<file path="config.mk">
export PLATFORM = sky130hd
export DESIGN_NAME = spi_master
export DESIGN_NICKNAME = d
export VERILOG_FILES = /design/src/rtl/spi_master.sv
export SDC_FILE = /design/constraint.sdc
export NUM_CORES = 1
export LEC_CHECK = 0
export ABC_AREA = 1
export CAP_MARGIN = 10
export CELL_PAD_IN_SITES_DETAIL_PLACEMENT = 0
export CELL_PAD_IN_SITES_GLOBAL_PLACEMENT = 1
export CORE_UTILIZATION = 37
export DETAILED_ROUTE_END_ITERATION = 10
export PLACE_DENSITY_LB_ADDON = 0.2
export SLEW_MARGIN = 40
export SYNTH_ARGS = -nofsm -noshare
export SYNTH_HDL_FRONTEND = slang
export SYNTH_SLANG_ARGS = --single-unit
</file>
<file path="constraint.sdc">
create_clock -name clk -period 1.5 [get_ports clk]
set_clock_uncertainty 0.15 [all_clocks]
set_input_delay 0.3 -clock clk [delete_from_list [all_inputs] [get_ports clk]]
set_output_delay 0.3 -clock clk [all_outputs]
set_load 0.1 [all_outputs]
</file>
<file path="src/rtl/spi_master.sv">
// spi_master: SPI initiator for the spiMemory responder.
// Runs one 16-bit frame per transaction, MSB first: 7-bit address, R/W bit
// (1 = read), then 8 data bits (driven on mosi for a write, sampled from miso
// for a read).
//
// Ports:
//   clk       system clock, rising edge
//   reset     asynchronous, active-high reset
//   start     transaction request, accepted only in IDLE
//   rw, addr, wdata  transaction fields, latched on accept
//   busy      high from the cycle after accept until done
//   done      one-cycle completion pulse
//   rdata     last read byte, held between reads
//   sclk_pin  SPI clock (idles high)
//   cs_pin    chip select, active low (idles high)
//   mosi_pin  serial data to responder
//   miso_pin  serial data from responder
module spi_master #(
  parameter int CLKDIV = 4
) (
  input  logic       clk,
  input  logic       reset,
  input  logic       start,
  input  logic       rw,
  input  logic [6:0] addr,
  input  logic [7:0] wdata,
  output logic       busy,
  output logic       done,
  output logic [7:0] rdata,
  output logic       sclk_pin,
  output logic       cs_pin,
  output logic       mosi_pin,
  input  logic       miso_pin
);

  localparam int CW = $clog2(CLKDIV) + 1;
  localparam logic [CW-1:0] RELOAD = CW'(CLKDIV - 1);

  localparam logic [2:0] S_IDLE = 3'd0;
  localparam logic [2:0] S_LEAD = 3'd1;
  localparam logic [2:0] S_LOW  = 3'd2;
  localparam logic [2:0] S_HIGH = 3'd3;
  localparam logic [2:0] S_GAP  = 3'd4;
  localparam logic [2:0] S_DONE = 3'd5;

  logic [2:0]    state_q, state_d;
  logic [CW-1:0] cnt_q, cnt_d;
  logic [3:0]    k_q, k_d;
  logic [15:0]   frame_q, frame_d;
  logic [7:0]    shadow_q, shadow_d;
  logic [7:0]    rdata_q, rdata_d;
  logic          sclk_q, sclk_d;
  logic          cs_q, cs_d;
  logic          mosi_q, mosi_d;
  logic          busy_q, busy_d;
  logic          done_q, done_d;

  logic          is_read;
  logic          cnt_zero;

  assign is_read  = frame_q[8];
  assign cnt_zero = (cnt_q == '0);

  // Next-state and divider logic
  always_comb begin
    state_d  = state_q;
    cnt_d    = cnt_q;
    k_d      = k_q;
    frame_d  = frame_q;
    shadow_d = shadow_q;
    rdata_d  = rdata_q;

    case (state_q)
      S_IDLE: begin
        if (start) begin
          frame_d  = {addr, rw, wdata};
          k_d      = '0;
          cnt_d    = RELOAD;
          shadow_d = '0;
          state_d  = S_LEAD;
        end
      end
      S_LEAD: begin
        if (cnt_zero) begin
          cnt_d   = RELOAD;
          state_d = S_LOW;
        end else begin
          cnt_d = cnt_q - CW'(1);
        end
      end
      S_LOW: begin
        if (cnt_zero) begin
          cnt_d   = RELOAD;
          state_d = S_HIGH;
        end else begin
          cnt_d = cnt_q - CW'(1);
        end
      end
      S_HIGH: begin
        if (cnt_zero) begin
          cnt_d = RELOAD;
          if (k_q == 4'd15) begin
            state_d = S_GAP;
          end else begin
            k_d     = k_q + 4'd1;
            state_d = S_LOW;
          end
        end else begin
          cnt_d = cnt_q - CW'(1);
        end
      end
      S_GAP: begin
        if (cnt_zero) begin
          cnt_d   = RELOAD;
          state_d = S_DONE;
        end else begin
          cnt_d = cnt_q - CW'(1);
        end
      end
      S_DONE: begin
        if (is_read) rdata_d = shadow_q;
        state_d = S_IDLE;
      end
      default: begin
        state_d = S_IDLE;
      end
    endcase

    // Pins are registered from the current state, so every pin change lands
    // one clk after the state change. sclk_q still low in the first HIGH
    // cycle marks the clk edge on which sclk_pin rises: miso is sampled there.
    if (state_q == S_HIGH && !sclk_q && is_read && k_q[3])
      shadow_d = {shadow_q[6:0], miso_pin};
  end

  // Registered pin values
  always_comb begin
    cs_d   = 1'b1;
    sclk_d = 1'b1;
    mosi_d = 1'b0;
    busy_d = 1'b0;
    done_d = 1'b0;
    case (state_q)
      S_LEAD: begin
        cs_d   = 1'b0;
        busy_d = 1'b1;
      end
      S_LOW: begin
        cs_d   = 1'b0;
        sclk_d = 1'b0;
        busy_d = 1'b1;
        mosi_d = (is_read && k_q[3]) ? 1'b0 : frame_q[4'd15 - k_q];
      end
      S_HIGH: begin
        cs_d   = 1'b0;
        busy_d = 1'b1;
        mosi_d = mosi_q;
      end
      S_GAP: begin
        busy_d = 1'b1;
      end
      S_DONE: begin
        done_d = 1'b1;
      end
      default: ;
    endcase
  end

  always_ff @(posedge clk or posedge reset) begin
    if (reset) begin
      state_q  <= S_IDLE;
      cnt_q    <= '0;
      k_q      <= '0;
      frame_q  <= '0;
      shadow_q <= '0;
      rdata_q  <= '0;
      sclk_q   <= 1'b1;
      cs_q     <= 1'b1;
      mosi_q   <= 1'b0;
      busy_q   <= 1'b0;
      done_q   <= 1'b0;
    end else begin
      state_q  <= state_d;
      cnt_q    <= cnt_d;
      k_q      <= k_d;
      frame_q  <= frame_d;
      shadow_q <= shadow_d;
      rdata_q  <= rdata_d;
      sclk_q   <= sclk_d;
      cs_q     <= cs_d;
      mosi_q   <= mosi_d;
      busy_q   <= busy_d;
      done_q   <= done_d;
    end
  end

  assign busy     = busy_q;
  assign done     = done_q;
  assign rdata    = rdata_q;
  assign sclk_pin = sclk_q;
  assign cs_pin   = cs_q;
  assign mosi_pin = mosi_q;

endmodule

</file>
## After elaboration in Yosys (flattened, before gate mapping)

Cells that the tools add are included.

- Memories kept: 0
- Input bits: 20
- Bits in read-only memories: 0
- RAM bits: 0
- Flip-flop bits (word level): 47
- Latch bits: 0
- Output and inout port bits: 13

- Bitwise gates (word level): 0
- Add/subtract/negate cells: 3
- Multipliers: 0
- Divide/modulo/power cells: 0
- $lt $le $gt $ge: 1
- Mux-type cells: 25
- Shift-type cells: 0
- Reductions and logical operators: 19
- Equal/unequal tests: 12

Operator list:

| kind | count |
|---|---|
| $mux W3 | 8 |
| $mux W8 | 3 |
| $pmux W3 S5 | 1 |
| $mux W4 | 3 |
| $ne A2 B2 Y1 const B | 6 |
| $pmux W4 S2 | 1 |
| $reduce_and A2 Y1 | 4 |
| $reduce_bool A2 Y1 | 4 |
| $eq A3 B2 Y1 const B | 2 |
| $eq A3 B3 Y1 const B | 2 |
| $logic_not A3 Y1 | 2 |
| $mux W1 | 6 |
| $pmux W3 S2 | 1 |
| $lt A4 B5 Y1 const B | 1 |
| $reduce_and A5 Y1 | 1 |
| $add A4 B1 Y4 const B | 1 |
| $bmux W1 S4 | 1 |
| $eq A4 B4 Y1 const B | 1 |
| $logic_and A1 B1 Y1 | 4 |
| $reduce_and A4 Y1 | 1 |
| $reduce_or A4 Y1 | 1 |
| $sub A4 B4 Y4 const A | 1 |
| $eq A3 B1 Y1 const B | 1 |
| $reduce_or A3 Y1 | 1 |
| 3 further kinds | 3 |

## Logic depth before layout (Yosys ltp)

Gate-level depths: netlist of the first run.

- Depth after elaboration: 6
- Mapped depth: 9
- Gate-level depth less buffers: 8

## Least setup slack after synthesis of the first run

OpenSTA, ideal clock, no wires.

- Path kind: register to register
- Start: register sclk_q, in the netlist sclk_pin
- End: register shadow_q[0]
- Stages on the path, launching flop included: 5
- Data required time: 1.274 ns
- Data arrival time: 1.299 ns
- Library setup time: 0.076 ns
- Path slack: -0.025 ns
- Cells stage by stage: dfstp_2 nor2_2 nand2_2 nand2_2 o21ai_1

- Longest elaborated chain between the ends: 6
- Elaborated cells on any way between the ends: 8
- Classes of those cells: mux: 1; reduce/logical: 7

Ends and longest elaborated chain:

| element | line | text |
|---|---|---|
| start, declared | 52 | `logic sclk_q, sclk_d;` |
| start signal, assigned | 189 | `sclk_q <= sclk_d;` |
| $logic_not A1 Y1 (*) | 132 | `if (state_q == S_HIGH && !sclk_q && is_read && k_q[3])` |
| $logic_and A1 B1 Y1 (*) (3 in a row) | 132 |  |
| $reduce_bool A2 Y1 (no source line) | - |  |
| $reduce_and A2 Y1 (no source line) | - |  |
| end signal, assigned | 187 | `shadow_q <= shadow_d;` |
| end, declared | 50 | `logic [7:0] shadow_q, shadow_d;` |

Every way passes the cells marked *; elsewhere a longest branch is shown, timed or not.
A chain may end at the register's enable or synchronous reset.

## Worst setup path in the final report of the first run

- Start: register sclk_q, in the netlist sclk_pin
- End: output sclk_pin

RTL lines:

| element | line | text |
|---|---|---|
| end, declared | 30 | `output logic sclk_pin,` |

No word-level cell between the ends.

==> run_results.csv, run 1 <==
group,metric,value,unit
synth,synth_top_area_frac,0.499,
synth,synth_commonest_cells,"58 x nand2_1, 45 x dfrtp_1, 38 x inv_1",
setup_path,path_delay_family,"flip-flops",
final_layout,multi_input_area,947,µm²
final_layout,syn_to_final_growth,42.1,%
setup_path,arrival,1.13,ns
routing,wl_per_cell,11.9,µm
synth,syn_area,2250,µm²
clock_tree,cts_buffer_depth,2,
sta,period_share,1.05,
clock_tree,cts_tree,"done",
sta,period_needed,1.58,ns
synth,syn_area_per_cell,8.88,µm²
clock_tree,cts-root-buf,"clkbuf_8",
clock_tree,path_clk_slew,0.10,ns
setup_path,end_kind,"output port",
die,initial_utilization,0.383,
synth,synth_ff_type,"dfrtp_1",
synth,synthMostInstantiatedCell,"nand2_1",
synth,postSynthCellCount,254,
synth,synth_edf_count,0,
power,p_leak,0.00150,µW
final_layout,fillers,546,
place,placed_area,2880,µm²
place,gp_congestion,0.755,
final_layout,seq_area,1180,µm²
clock_tree,h-tree-depth,2,
grt,grt_overflow,0,
clock_tree,clk_latency,0.30,ns
sta,setup_viol,1,
sta,setup_ws,-0.0758,ns
synth,synth_top_cell_by_area,"dfrtp_1",
die,core,5890,µm²
grt,antenna_found_initial,0,
routing,vias_per_cell,4.63,
routing,drc,0,
min_path,worstHoldPathType,"in -> async",
grt,grt_usage,0.149,
setup_path,critPathRequiredTime,1.05,ns
clock_tree,numCtsBuffers,5,
grt,grt_pass1_wl,7250,µm
final_layout,n_antenna_cell,0,
synth,synth_nets,277,
synth,async_flop_share,1.00,
power,ir_worst_vdd,1.04,mV
grt,grt_max_degree,48,
place,port_buffers,32,
setup_path,crit_buf_inv,1,
die,ioPinCount,33,
power,power_density,1680,nW/µm²
sta,holdWs,0.250,ns
routing,first_pass_iters,4,
synth,ys_seq_area_frac,0.523,
routing,antenna_left,0,
flow_run,maxCapViolations,0,
grt,grt_pass1_vias,1548,
setup_path,cp_max_fo,2,
sta,rsz0062_at_grt,"true",
routing,wl_met1,2280,µm
outcome,outcome,"complete, but fails checks",
routing,met3_length,145,µm
setup_path,start_kind,"flip-flop",
die,die_y,80.1,µm
outcome,failed_checks,"setup timing",
clock_tree,cts.sinks,47,
sta,fmax,635,MHz
synth,ys_types,30,
sta,slew_violations,0,
die,die-area,6410,µm²
synth,yosys_register_bits,47,
synth,yosys_warnings,0,
setup_path,cp_cell_sequence,"buf_12",
place,hpwl,3000,µm
setup_path,path_class,"reg -> out",
final_layout,final_nets,328,
routing,highest_layer,"met4",
die,chipWidth,80.1,µm
die,std_cell_rows,28,
final_layout,drive_above_1_share,0.317,
setup_path,max_stage_delay,0.65,ns
sta,hold_viol_final,0,
sta,relSlewSlack,0.809,
sta,worst_pin_slew,0.285,ns
routing,met2_length,2050,µm
routing,drt_wl_total,4540,µm
final_layout,design_area,3200,µm²
routing,drtIter0Drc,116,
synth,yosys-top-cells-area,"dfrtp_1 50%, nand2_1 9.7%, inv_1 6.3%",
routing,vias,1765,
setup_path,cp_slowest_cell,"dfstp_4",
setup_path,reg2reg_slack,0.03,ns
state kept, by name, indices dropped and copies added, names as in the netlist:
register and count:
busy 1, cs_pin 1, state_q 3, rdata 8, sclk_pin 1, done 1, frame_q 16, shadow_q 8
cnt_q 3, mosi_pin 1, k_q 4
cell usage in the layout (no fill, tap or decap), drive strengths merged, types with 3 or more instances in the layout:
cell           count
dfrtp             45
o22ai              8
o21ai             34
ha                 3
nor2              16
buf               29
clkbuf             7
nand2             68
nand3             17
clkdlybuf4s50     19
inv               44
nand4              3
metal layers:
metal / track usage / up-vias
met2: 0.215 / 25
met3: 0.0352 / 5
met5: 0 / -
li1: - / 901
met4: 0.0643 / 0
met1: 0.212 / 834
what timing repair did:
item	4_1_cts	5_1_grt
gates cloned	0	2
resized for setup	0	35
hold endpoints to repair	0	0
endpoints found under the setup margin	1	35
buffers inserted	0	5
pin swaps	0	5
hold buffers	0	0
worst paths after layout:
path / startpoint / end / cells after the start
setup / recovery: sclk_pin / sclk_pin / 1
hold / removal: reset / frame_q[10] / 3
setup reg to reg: state_q[1] / frame_q[15] / 8
hold reg to reg: cnt_q[1] / cnt_q[1] / 2
max in group asynchronous: reset / cs_pin / 3
min in group clk: cnt_q[1] / cnt_q[1] / 2
where the power goes:
part	switching, µW	leakage, µW	internal, µW
Clock	461	0.0000587	506
Sequential	176	0.000607	1630
Combinational	1540	0.000837	1090
cell families (layout without fill, tap and decap cells):
| family | count (synthesis) | count (layout) | synth area share |
|---|---|---|---|
| and+or+nand+nor | 107 | 107 | 0.226 |
| buffers and inverters | 51 | 103 | 0.103 |
| AOI/OAI and AO/OA | 44 | 44 | 0.124 |
| adders and majority gates | 3 | 3 | 0.0166 |
| xor gates and xnor gates | 2 | 2 | 0.00777 |
| DFF | 47 | 47 | 0.523 |
cell type report:
class | count | area share
Clock buffer | 5 | 0.0215
Clock inverter | 3 | 0.0148
Inverter | 45 | 0.0586
Tap cell | 75 | 0.0293
Sequential cell | 47 | 0.370
Timing Repair Buffer | 50 | 0.210
Multi-Input combinational cell | 156 | 0.296
metrics by stage:
stage	setup TNS, ns	worst slack [ns]	cells	power (µW)	util
4_1_cts	-0.0951	-0.0951	374	5050	0.509
2_1_floorplan	0	0.0732	254	3420	-
5_1_grt	-0.718	-0.107	381	5790	0.544
6_report	-0.0758	-0.0758	381	5400	0.544
3_3_place_gp	-0.196	-0.0227	366	4050	0.490
3_5_place_dp	-0.314	-0.0309	366	4060	0.490
Note: power is estimated with default switching activity, not from simulation.
==> run 2, diff against run 1 <==
--- a/config.mk
+++ b/config.mk
@@ -11,8 +11,10 @@
 export CELL_PAD_IN_SITES_GLOBAL_PLACEMENT = 1
 export CORE_UTILIZATION = 37
 export DETAILED_ROUTE_END_ITERATION = 10
+export HOLD_SLACK_MARGIN = 0.12
 export PLACE_DENSITY_LB_ADDON = 0.2
 export SLEW_MARGIN = 40
 export SYNTH_ARGS = -nofsm -noshare
 export SYNTH_HDL_FRONTEND = slang
 export SYNTH_SLANG_ARGS = --single-unit
+export TNS_END_PERCENT = 1
==> run_results.csv, run 2 (same netlist as run 1, synthesis figures left out) <==
group,metric,value,unit
clock_tree,cts.sinks,47,
grt,grt_max_degree,20,
outcome,outcome,"complete, no violations",
final_layout,final_common_cell,"nand2_1",
clock_tree,path_clk_slew,0.09,ns
grt,grt_pass1_vias,1647,
final_layout,final_nets,328,
setup_path,path_delay_family,"flip-flops",
setup_path,arrival,1.04,ns
final_layout,regMostFlops,"frame_q",
sta,slew_violations,0,
final_layout,syn_to_final_growth,36.9,%
min_path,worstHoldPathType,"in -> async",
die,std_cell_rows,28,
final_layout,drive_above_1_share,0.281,
die,ioPinCount,33,
routing,first_pass_iters,4,
sta,period_share,0.992,
power,p_leak,0.00145,µW
routing,vias_per_cell,4.59,
final_layout,multi_input_area,873,µm²
final_layout,n_antenna_cell,0,
setup_path,crit_buf_inv,1,
power,power_density,1650,nW/µm²
sta,rsz0062_at_grt,"true",
setup_path,critPathRequiredTime,1.05,ns
routing,antenna_left,0,
sta,setup_viol,0,
power,p_sw,2020,µW
sta,period_needed,1.49,ns
setup_path,cp_cell_sequence,"buf_12",
sta,relSlewSlack,0.816,
power,p_sw_frac,0.397,
routing,vias,1749,
die,core,5890,µm²
clock_tree,numCtsBuffers,5,
grt,grt_usage,0.150,
power,clkPwrFrac,0.181,
clock_tree,cts_tree,"done",
routing,wl_per_cell,11.1,µm
power,ir_worst_vdd,1.02,mV
place,port_buffers,32,
final_layout,fillers,566,
flow_run,maxCapViolations,0,
clock_tree,h-tree-depth,2,
clock_tree,cts-root-buf,"clkbuf_8",
power,seq_power_share,0.355,
setup_path,cp_slowest_cell,"dfstp_2",
die,die-area,6410,µm²
grt,grt_pass1_wl,7340,µm
setup_path,max_stage_delay,0.57,ns
power,p_total,5090,µW
place,hpwl,3200,µm
sta,worst_pin_slew,0.274,ns
clock_tree,clk_latency,0.30,ns
final_layout,seq_area,1180,µm²
final_layout,largest_reg_flops,16,
die,chipWidth,80.1,µm
grt,grt_overflow,0,
power,p_int,3070,µW
die,die_y,80.1,µm
routing,drt_wl_total,4220,µm
sta,holdWs,0.132,ns
setup_path,cp_max_fo,2,
setup_path,path_class,"reg -> out",
sta,hold_viol_final,0,
setup_path,start_kind,"flip-flop",
routing,drtIter0Drc,70,
setup_path,reg2reg_slack,0.06,ns
grt,antenna_found_initial,0,
clock_tree,cts_buffer_depth,2,
place,gp_congestion,0.749,
die,initial_utilization,0.383,
routing,drc,0,
final_layout,post-route-util,0.524,
sta,fmax,672,MHz
power,comb_power_share,0.464,
setup_path,end_kind,"output port",
final_layout,layout_common_cells,"56 x nand2_1, 42 x dfrtp_1, 35 x inv_1",
run 2: cell types whose count changed in the layout (fill, tap and decap cells not counted), sizes merged:
cell and delta:
inv -2, buf +1, clkinv +2, clkbuf -1
run 2: layout make-up:
class,count,area share
sequential,47,0.383
multi-input combinational,156,0.283
timing repair buffer,50,0.208
inverter,45,0.0596
tap,75,0.0304
clock buffer,5,0.0223
clock inverter,3,0.0142
run 2: path summary, 6_finish.rpt:
path                       startpoint     endpoint  depth (start not counted)
setup / recovery             sclk_pin     sclk_pin                          1
hold / removal                  reset         done                          2
setup reg to reg           state_q[2]  shadow_q[1]                          6
hold reg to reg              cnt_q[1]     cnt_q[1]                          2
max in group asynchronous       reset     sclk_pin                          3
min in group clk             cnt_q[1]     cnt_q[1]                          2
run 2: worst reg2reg max path: cells and delay by family (launching register included):
family / cells / cell delay, ns
buffers and inverters: 2 / 0.27
AO/OA/AOI/OAI: 1 / 0.16
flip-flops: 1 / 0.46
AND/OR/NAND/NOR: 3 / 0.32
run 2: metal layers:
metal  track usage  wire [µm]  up-vias
met5             0          0        -
li1              -          -      906
met3        0.0375        151        6
met4        0.0536         62        0
met2         0.230       1830       28
met1         0.204       2170      809
run 2: power groups by stage:
stage	Clock [µW]	Combinational, µW	Sequential (µW)
2_1_floorplan	0	1280	2130
6_report	918	2360	1810
3_3_place_gp	0	2240	1820
3_5_place_dp	0	2250	1830
4_1_cts	961	2280	1810
5_1_grt	1010	2630	1840
run 2: metrics by stage:
step	instances	instance area [µm²]	worst slack, ns	TNS [ns]
after floorplan	254	2260	-0.0251	-0.163
after global placement	370	2900	-0.0163	-0.113
after detailed placement	370	2900	-0.0361	-0.324
after CTS	379	3020	-0.00677	-0.00936
after global routing	381	3090	-0.0339	-0.150
final	381	3090	0.0125	0
run 2: timing repair:
item,in CTS,in global routing
hold buffers,0,0
gates cloned,0,1
setup buffers,1,1
pin swaps,0,1
endpoints found under the setup margin,4,36
gates resized for setup,1,13
